[src/rtl/cache_replace.sv]
// Replacement-policy unit: tree-PLRU, LFSR-random or round-robin victim selection with per-set state.
// Optional macro REPL_EVICT_COUNT_EN adds the saturating EvictCount output.
module cache_replace #(
  parameter int NUMWAYS  = 4,
  parameter int NUMLINES = 128,
  parameter int SETLEN   = 7,
  parameter int POLICY   = 0
) (
  input  logic               clk,
  input  logic               reset,
  input  logic               CacheEn,
  input  logic               FlushStage,
  input  logic [NUMWAYS-1:0] HitWay,
  input  logic [NUMWAYS-1:0] ValidWay,
  input  logic [SETLEN-1:0]  CacheSetData,
  input  logic [SETLEN-1:0]  CacheSetTag,
  input  logic               LRUWriteEn,
  input  logic               SetValid,
  input  logic               InvalidateCache,
  output logic [NUMWAYS-1:0] VictimWay,
  output logic               Busy
`ifdef REPL_EVICT_COUNT_EN
  ,
  output logic [31:0]        EvictCount
`endif
);
  localparam int WAYW = $clog2(NUMWAYS);

  typedef enum logic [0:0] {IDLE = 1'b0, CLEAR = 1'b1} fsm_t;

  fsm_t              fsm_r;
  logic              busy_r;
  logic [SETLEN-1:0] clr_cnt_r;
  logic              wr_acc_s;
  logic [WAYW-1:0]   hit_enc_s;
  logic [WAYW-1:0]   victim_enc_s;
  logic [WAYW-1:0]   pol_victim_s;
  logic [WAYW-1:0]   upd_way_s;

  assign wr_acc_s  = LRUWriteEn & ~FlushStage & ~busy_r;
  assign Busy      = busy_r;
  assign upd_way_s = SetValid ? victim_enc_s : hit_enc_s;
  assign VictimWay = {{(NUMWAYS-1){1'b0}}, 1'b1} << victim_enc_s;

  // Clear sequencer: walks every set once after reset or invalidate
  always_ff @(posedge clk or negedge reset) begin
    if (!reset) begin
      fsm_r     <= CLEAR;
      busy_r    <= 1'b1;
      clr_cnt_r <= '0;
    end else if (InvalidateCache) begin
      fsm_r     <= CLEAR;
      busy_r    <= 1'b1;
      clr_cnt_r <= '0;
    end else begin
      case (fsm_r)
        CLEAR: begin
          if (clr_cnt_r == SETLEN'(NUMLINES - 1)) begin
            fsm_r     <= IDLE;
            busy_r    <= 1'b0;
            clr_cnt_r <= '0;
          end else begin
            clr_cnt_r <= clr_cnt_r + 1'b1;
          end
        end
        IDLE: begin
          fsm_r  <= IDLE;
          busy_r <= 1'b0;
        end
        default: begin
          fsm_r     <= CLEAR;
          busy_r    <= 1'b1;
          clr_cnt_r <= '0;
        end
      endcase
    end
  end

  // One-hot hit vector to way index
  always_comb begin
    hit_enc_s = '0;
    for (int i = 0; i < NUMWAYS; i++) begin
      if (HitWay[i]) hit_enc_s = hit_enc_s | WAYW'(i);
      else           hit_enc_s = hit_enc_s;
    end
  end

  // Lowest invalid way wins over the policy choice
  always_comb begin
    victim_enc_s = pol_victim_s;
    for (int i = NUMWAYS - 1; i >= 0; i--) begin
      if (!ValidWay[i]) victim_enc_s = WAYW'(i);
      else              victim_enc_s = victim_enc_s;
    end
  end

  if (POLICY == 1) begin : g_lfsr
    logic [15:0] lfsr_r;

    // Global LFSR steps only on accepted fills
    always_ff @(posedge clk or negedge reset) begin
      if (!reset) begin
        lfsr_r <= 16'h0001;
      end else if (wr_acc_s && SetValid) begin
        lfsr_r <= {lfsr_r[0] ^ lfsr_r[2] ^ lfsr_r[3] ^ lfsr_r[5], lfsr_r[15:1]};
      end
    end

    assign pol_victim_s = lfsr_r[WAYW-1:0];
  end else begin : g_state
    localparam int SW = (POLICY == 0) ? NUMWAYS - 1 : WAYW;

    logic [SW-1:0] mem_r [NUMLINES];
    logic [SW-1:0] curr_state_r;
    logic [SW-1:0] next_state_s;

    // State array: clear sequencer has priority over user updates
    always_ff @(posedge clk) begin
      if (busy_r) begin
        mem_r[clr_cnt_r] <= '0;
      end else if (wr_acc_s) begin
        mem_r[CacheSetTag] <= next_state_s;
      end
    end

    // Registered read with write-first bypass on a same-set update
    always_ff @(posedge clk or negedge reset) begin
      if (!reset) begin
        curr_state_r <= '0;
      end else if (busy_r) begin
        curr_state_r <= '0;
      end else if (CacheEn) begin
        if (wr_acc_s && (CacheSetData == CacheSetTag)) curr_state_r <= next_state_s;
        else                                           curr_state_r <= mem_r[CacheSetData];
      end
    end

    if (POLICY == 0) begin : g_plru
      // Heap-ordered tree: bit 0 steers left, leaves start at node NUMWAYS-1
      always_comb begin
        int node;
        node = 0;
        for (int lvl = 0; lvl < WAYW; lvl++) begin
          node = 2 * node + 1 + int'(curr_state_r[node]);
        end
        pol_victim_s = WAYW'(node - (NUMWAYS - 1));
      end

      // Path nodes of the updated way are pointed away from it
      always_comb begin
        int node;
        next_state_s = curr_state_r;
        node = 0;
        for (int lvl = 0; lvl < WAYW; lvl++) begin
          next_state_s[node] = ~upd_way_s[WAYW-1-lvl];
          node = 2 * node + 1 + int'(upd_way_s[WAYW-1-lvl]);
        end
      end
    end else begin : g_rr
      assign pol_victim_s = curr_state_r;
      assign next_state_s = SetValid ? upd_way_s + 1'b1 : curr_state_r;
    end
  end

`ifdef REPL_EVICT_COUNT_EN
  logic [31:0] evict_cnt_r;

  // Counts replacements of a valid line, saturating
  always_ff @(posedge clk or negedge reset) begin
    if (!reset) begin
      evict_cnt_r <= 32'd0;
    end else if (InvalidateCache) begin
      evict_cnt_r <= 32'd0;
    end else if (wr_acc_s && SetValid && (&ValidWay) && (evict_cnt_r != 32'hFFFFFFFF)) begin
      evict_cnt_r <= evict_cnt_r + 32'd1;
    end
  end

  assign EvictCount = evict_cnt_r;
`endif

endmodule

[config.mk]
export PLATFORM = sky130hd
export DESIGN_NAME = cache_replace
export DESIGN_NICKNAME = d
export VERILOG_FILES = /design/src/rtl/cache_replace.sv
export SDC_FILE = /design/constraint.sdc
export NUM_CORES = 1
export LEC_CHECK = 0
export BUFFER_PORTS_ARGS = -buffer_cell sky130_fd_sc_hd__buf_4
export CAP_MARGIN = 20
export CORE_MARGIN = 4
export CORE_UTILIZATION = 29
export DETAILED_ROUTE_END_ITERATION = 8
export PLACE_DENSITY = 0.48
export SLEW_MARGIN = 20
export SYNTH_ARGS = -nofsm -noshare
export SYNTH_HDL_FRONTEND = slang
export SYNTH_SLANG_ARGS = --single-unit
[constraint.sdc]
create_clock -name clk -period 5.7 [get_ports clk]
set_input_delay 1.14 -clock clk [delete_from_list [all_inputs] [get_ports clk]]
set_output_delay 1.14 -clock clk [all_outputs]
set_load 0.01 [all_outputs]
# --- Yosys cells after proc, flatten, opt, wreduce, memory -nomap -nowiden ---
# Memories as Yosys holds them, arrays and structs flattened.
# Index checks and enable logic that the tools add are counted.
totals:
  reg_bits: 12
  ramBits: 384
  output_inout_bits: 5
  word_cells: 64
  memories: 1
mem_list:
  columns: ["name", "depth", "word_bits", "rd", "rd_ports_with_merged_regs", "wr", "line", "source"]
  rows:
  - ["g_state.mem_r", 128, 3, 1, 0, 1, "113", "logic [SW-1:0] mem_r [NUMLINES];"]
classes:
  add_sub_neg: 6
  n_lt_le_gt_ge: 3
  eq_ne: 3
  shifts: 1
  n_mux: 34
  n_bitwise: 7
  n_reduce_logical: 5
op_table:
  columns: ["operator", "n"]
  rows:
  - ["7-bit two-way mux", 4]
  - ["1-bit two-way mux", 14]
  - ["2-bit two-way mux", 7]
  - ["3-bit two-way mux", 4]
  - ["7-bit by 1-bit adder with 7-bit output, second input constant", 1]
  - ["7-bit == test", 1]
  - ["7-bit == test, second input constant", 1]
  - ["2-bit by 3-bit less-than comparator with 1-bit output, second input constant", 2]
  - ["1-bit inverter", 5]
  - ["1-bit by 1-bit adder with 2-bit output, first input constant", 2]
  - ["1-bit case mux with 2 select lines", 2]
  - ["2-bit nonzero test", 2]
  - ["1-bit by 2-bit left shift with 4-bit output, first input constant", 1]
  - ["3-bit bitwise mux", 1]
  - ["3-bit by 2-bit != test with 1-bit output, second input constant", 1]
  - ["3-bit OR reduction", 1]
  - ["2-bit by 1-bit adder with 2-bit output", 1]
  - ["2-bit by 1-bit adder with 2-bit output, second input constant", 1]
  - ["1-bit AND", 2]
  - ["1-bit binary-select mux with 2-bit select", 1]
  - ["1-bit demux with 2-bit select", 1]
  - ["2-bit by 1-bit >= comparator with 1-bit output, second input constant", 1]
  - ["1-bit logical AND", 2]
  - ["2-bit subtractor, second input constant", 1]

# --- Longest topological paths before layout ---
logic_depth:
  depth_word: 20
  mapped_depth: 11

# --- Least setup slack after synthesis ---
# OpenSTA, ideal clock, no wires.
synth_timing:
  path_kind: "input port to flip-flop"
  from: "input port FlushStage"
  to: "memory g_state.mem_r[0][0] in the netlist's numbering (data pin)"
  setup_time_ns: 0.798
  t_arrival_ns: 4.817
  path_slack_ns: 0.086
  cell_stages: 4
  n_path_buf: 2
  cell_sequence: "or3b_1 buf_2 clkbuf_1 nor2_1"
synth_between:
  elab_chain_len: 8
synth_rtl:
  columns: ["item", "line", "source"]
  rows:
  - ["start, declared", "12", "input logic FlushStage,"]
  - ["1-bit inverter", "40", "assign wr_acc_s = LRUWriteEn & ~FlushStage & ~busy_r;"]
  - ["1-bit AND (2 in a row)", "40", null]
  - ["1-bit two-way mux", "121", "end else if (wr_acc_s) begin"]
  - ["1-bit two-way mux", "119", "if (busy_r) begin"]
  - ["1-bit two-way mux (not written as such)", "122", "mem_r[CacheSetTag] <= next_state_s;"]
  - ["3-bit OR reduction (no source line)", null, null]
  - ["3-bit two-way mux (no source line)", null, null]
  - ["end, declared", "113", null]
# Every way passes these cells.

# --- Worst setup path in the final report ---
layout_timing:
  from: "input port CacheSetData[0]"
  to: "register g_state.curr_state_r[1]"
layout_between:
  elab_chain_len: 5
  word_cells_on_any_way: 6
  cone_classes: "eq/ne: 1; mux: 3; reduce/logical: 1; memory: 1"
layout_rtl:
  columns: ["item", "line", "source"]
  rows:
  - ["start, declared", "15", "input logic [SETLEN-1:0] CacheSetData,"]
  - ["branches (longest 2 deep; another with memory 128 x 3 bit)", null, null]
  - ["3-bit two-way mux (*)", "133", "if (wr_acc_s && (CacheSetData == CacheSetTag)) curr_state_r <= next_state_s;"]
  - ["3-bit two-way mux (*)", "132", "end else if (CacheEn) begin"]
  - ["3-bit two-way mux (*)", "130", "end else if (busy_r) begin"]
  - ["end signal, assigned", "133", null]
  - ["end signal, assigned", "134", "else curr_state_r <= mem_r[CacheSetData];"]
  - ["end, declared", "114", "logic [SW-1:0] curr_state_r;"]
# Mark *: on every way between the ends. The select of a mux whose other input is x is not followed.
# A chain may end at the register's enable or synchronous reset.

==> metrics.md <==
| Metric | Value |
|---|---|
| Status | finished, final reports clean |
| MaxCap Viol Count | 0 |
| CTS Buf Count | 43 |
| Crit path capture | g_state.curr_state_r[1] |
| Cell row count | 87 |
| Die height | 247 um |
| Syn nets | 989 |
| TritonCTS clock tree | built |
| Synth Warn # | 0 |
| H-tree depth | 2 |
| Cell taking the most area after synthesis | edfxtp_1 |
| # nets final | 1048 |
| Worst path max stage delay | 860 ps |
| Seq/Total Area, Yosys | 71.2% |
| VDD IR max | 0.165 mV |
| WL final | 43000 um |
| Fin worst setup slack | 2110 ps |
| Antenna cell count | 0 |
| RSZ-0062 raised after global routing | false |
| Vias in the first global route | 9107 |
| I/O pins | 34 |
| WS Path Type | in -> reg |
| Layout cells sized above 1 | 19.7% |
| Synthesized area | 16600 um^2 |
| Fin crit share | 63.0% |
| Clock skew | 11.5 ps |
| Drt first-iter violations | 554 |
| Die width | 247 um |
| Slew margin rel. | 25.9% |
| Flop-to-flop setup slack | 2410 ps |
| Crit Path Max Fanout | 39 |
| CP Data Required Time | 6090 ps |
| Clock Sinks | 396 |
| Post-cts sizing count | 0 |
| Final Util | 33.7% |
| Largest net degree at the start of global routing | 79 |
| Tightest Pin Transition | 1100 ps |
| Clk Latency, worst-skew pair | 560 ps |
| Detailed-route DRC error count | 0 |
| CP dominant cell by count | a2111oi_0 |
| TritonRoute pass-1 iters | 7 |
| Clock slew at reported path FFs | 60 ps |
| Hpwl dp | 26900 um |
| Area contributors post-synth | edfxtp_1 69%, mux4_2 8.3%, mux2i_1 4.4% |
| Port bufs | 32 |
| First-pass GRT wire length | 62600 um |
| Via count | 8866 |
| Clock Path Buffers | 3 |
| Initial Util | 29.4% |
| Cts hold-fix bufs | 0 |
| Cell family with most CP delay | compound AO/OA/AOI/OAI gates |
| Slew Viols, Final | 0 |
| Postcts setup bufs | 0 |
| CP Cell Sequence | buf_6, buf_4, mux2i_1, a22oi_1, a21oi_1, a2111oi_0, a2111oi_0, a2111oi_1 |
| Number of distinct library cells after synthesis | 55 |
| Setup TNS | 0 ps |
| Min Tclk post-route | 3590 ps |
| EDFF count, synth | 384 |
| Worst setup startpoint | CacheSetData[0] |
| P&R area growth vs syn | 14.7% |
| GRT Util Overall | 14.0% |
| Reg2Reg Capture Point | g_state.mem_r[69][1] |
| Die footprint | 61200 um^2 |
| #FFs+latches synth | 396 |
| Crit end category | flip-flop |
| Fin. Hold Viols | 0 |
| Max Freq | 278 MHz |
| Root buf cell | clkbuf_16 |
| DRT antenna net count | 0 |
| Yosys top cell area share | 69.4% |
| Reg2Reg Launch Point | Busy |
| Hold Path Class | in -> async |
| Initial antenna violation count | 0 |
| WP buf/inv | 2 |
| CP Depth | 8 |
| Arr. time, crit path | 3980 ps |
| Via density per instance | 4.91 |
| Top FF cell, synth | edfxtp_1 |
| Drt wl/cell | 23.8 um |
| CP max-delay cell | a2111oi_0 |
| Mapped Cells | 959 |
| Total gr overflow | 0 |
| Worst slack, placed | 1590 ps |
| Post-synth ARST share | 3.03% |
| Leak | 0.00694 uW |
| Final Setup Violations | 0 |
| Final GP Congestion | 0.761 |
| R2R depth | 7 |
| Syn_area_per_cell | 17.3 um^2 |
| PwrDens | 322 nW/um^2 |
| Core area | 56600 um^2 |
| Critical path startpoint category | primary input |
[power by group]
part / internal (uW) / switching [uW] / leakage, uW / total (uW)
Clock: 1570 / 1130 / 0.000647 / 2700
Combinational: 102 / 175 / 0.00186 / 278
Sequential: 3150 / 4.57 / 0.00443 / 3160
[layer usage]
metal	GRT usage, %	routed length, um	vias up
met5	0	0	-
met4	4.26	1010	0
met3	2.51	2100	64
met2	22.6	20600	205
met1	19.4	19300	4666
li1	-	-	3931
[area by class of cell]
type,count,area (um^2)
fill,5474,37500
inverter,9,33.8
clock buffer,54,1160
sequential,396,11800
tap,756,946
multi-input combinational,506,4400
clock inverter,23,188
timing repair buffer,62,507
[Yosys cell counts (all sizes together), types with 9 or more instances]
cell type	n
edfxtp	384
nor2	145
mux2i	75
mux4	71
buf	41
nand2	38
a22oi	24
mux2	13
o21ai	13
a21oi	11
nand3	11
dfrtp	10
inv	9
nand3b	9
nor2b	9
[cells in the final DEF (no fill, tap or decap), types with 11 or more instances in the layout]
master	instances
mux4_2	61
buf_4	58
edfxtp_1	384
a22oi_1	24
nand2_1	38
o21ai_0	11
mux2i_1	73
mux2_2	13
nor2_1	142
nand3_1	11
clkbuf_16	45
a21oi_1	11
[how the worst min path moves through the flow]
| stage | from | end | slack, ps | cells past startpoint |
|---|---|---|---|---|
| 2_1_floorplan | clr_cnt_r[1] | clr_cnt_r[1] | 550 | 2 |
| 3_3_place_gp | clr_cnt_r[1] | clr_cnt_r[1] | 590 | 2 |
| 3_5_place_dp | clr_cnt_r[1] | clr_cnt_r[1] | 620 | 2 |
| 4_1_cts | reset | clr_cnt_r[3] | 410 | 1 |
| 5_1_grt | reset | clr_cnt_r[3] | 430 | 1 |
| 6_report | reset | clr_cnt_r[3] | 440 | 1 |
[per-stage QoR]
step           power, uW  hold WS, ps  area (um^2)  cells
2_1_floorplan       3390          554        16600    959
3_3_place_gp        3500          593        17700   1729
3_5_place_dp        3500          616        17700   1729
4_1_cts             6210          413        19100   1806
5_1_grt             6360          430        19100   1806
6_report            6140          441        19100   1806
[state kept, by name, indices dropped and copies added (netlist names)]
| register | cells |
|---|---|
| g_state.mem_r | 384 |
| Busy | 1 |
| clr_cnt_r | 7 |
| g_state.curr_state_r | 3 |
| fsm_r | 1 |
[kinds of logic (layout without fill, tap and decap cells)]
kind of cell               Yosys count  count (layout)  share of synthesized area (%)
muxes                              159             159                           15.3
xor gates and xnor gates             9               9                          0.474
DFF                                396             396                           71.2
AOI/OAI and AO/OA                   87              87                           3.77
and+or+nand+nor                    250             250                           6.70
buffers and inverters               57             148                           2.52
adders and majority gates            1               1                         0.0752
No activity file was read; power rests on OpenSTA's default activity.
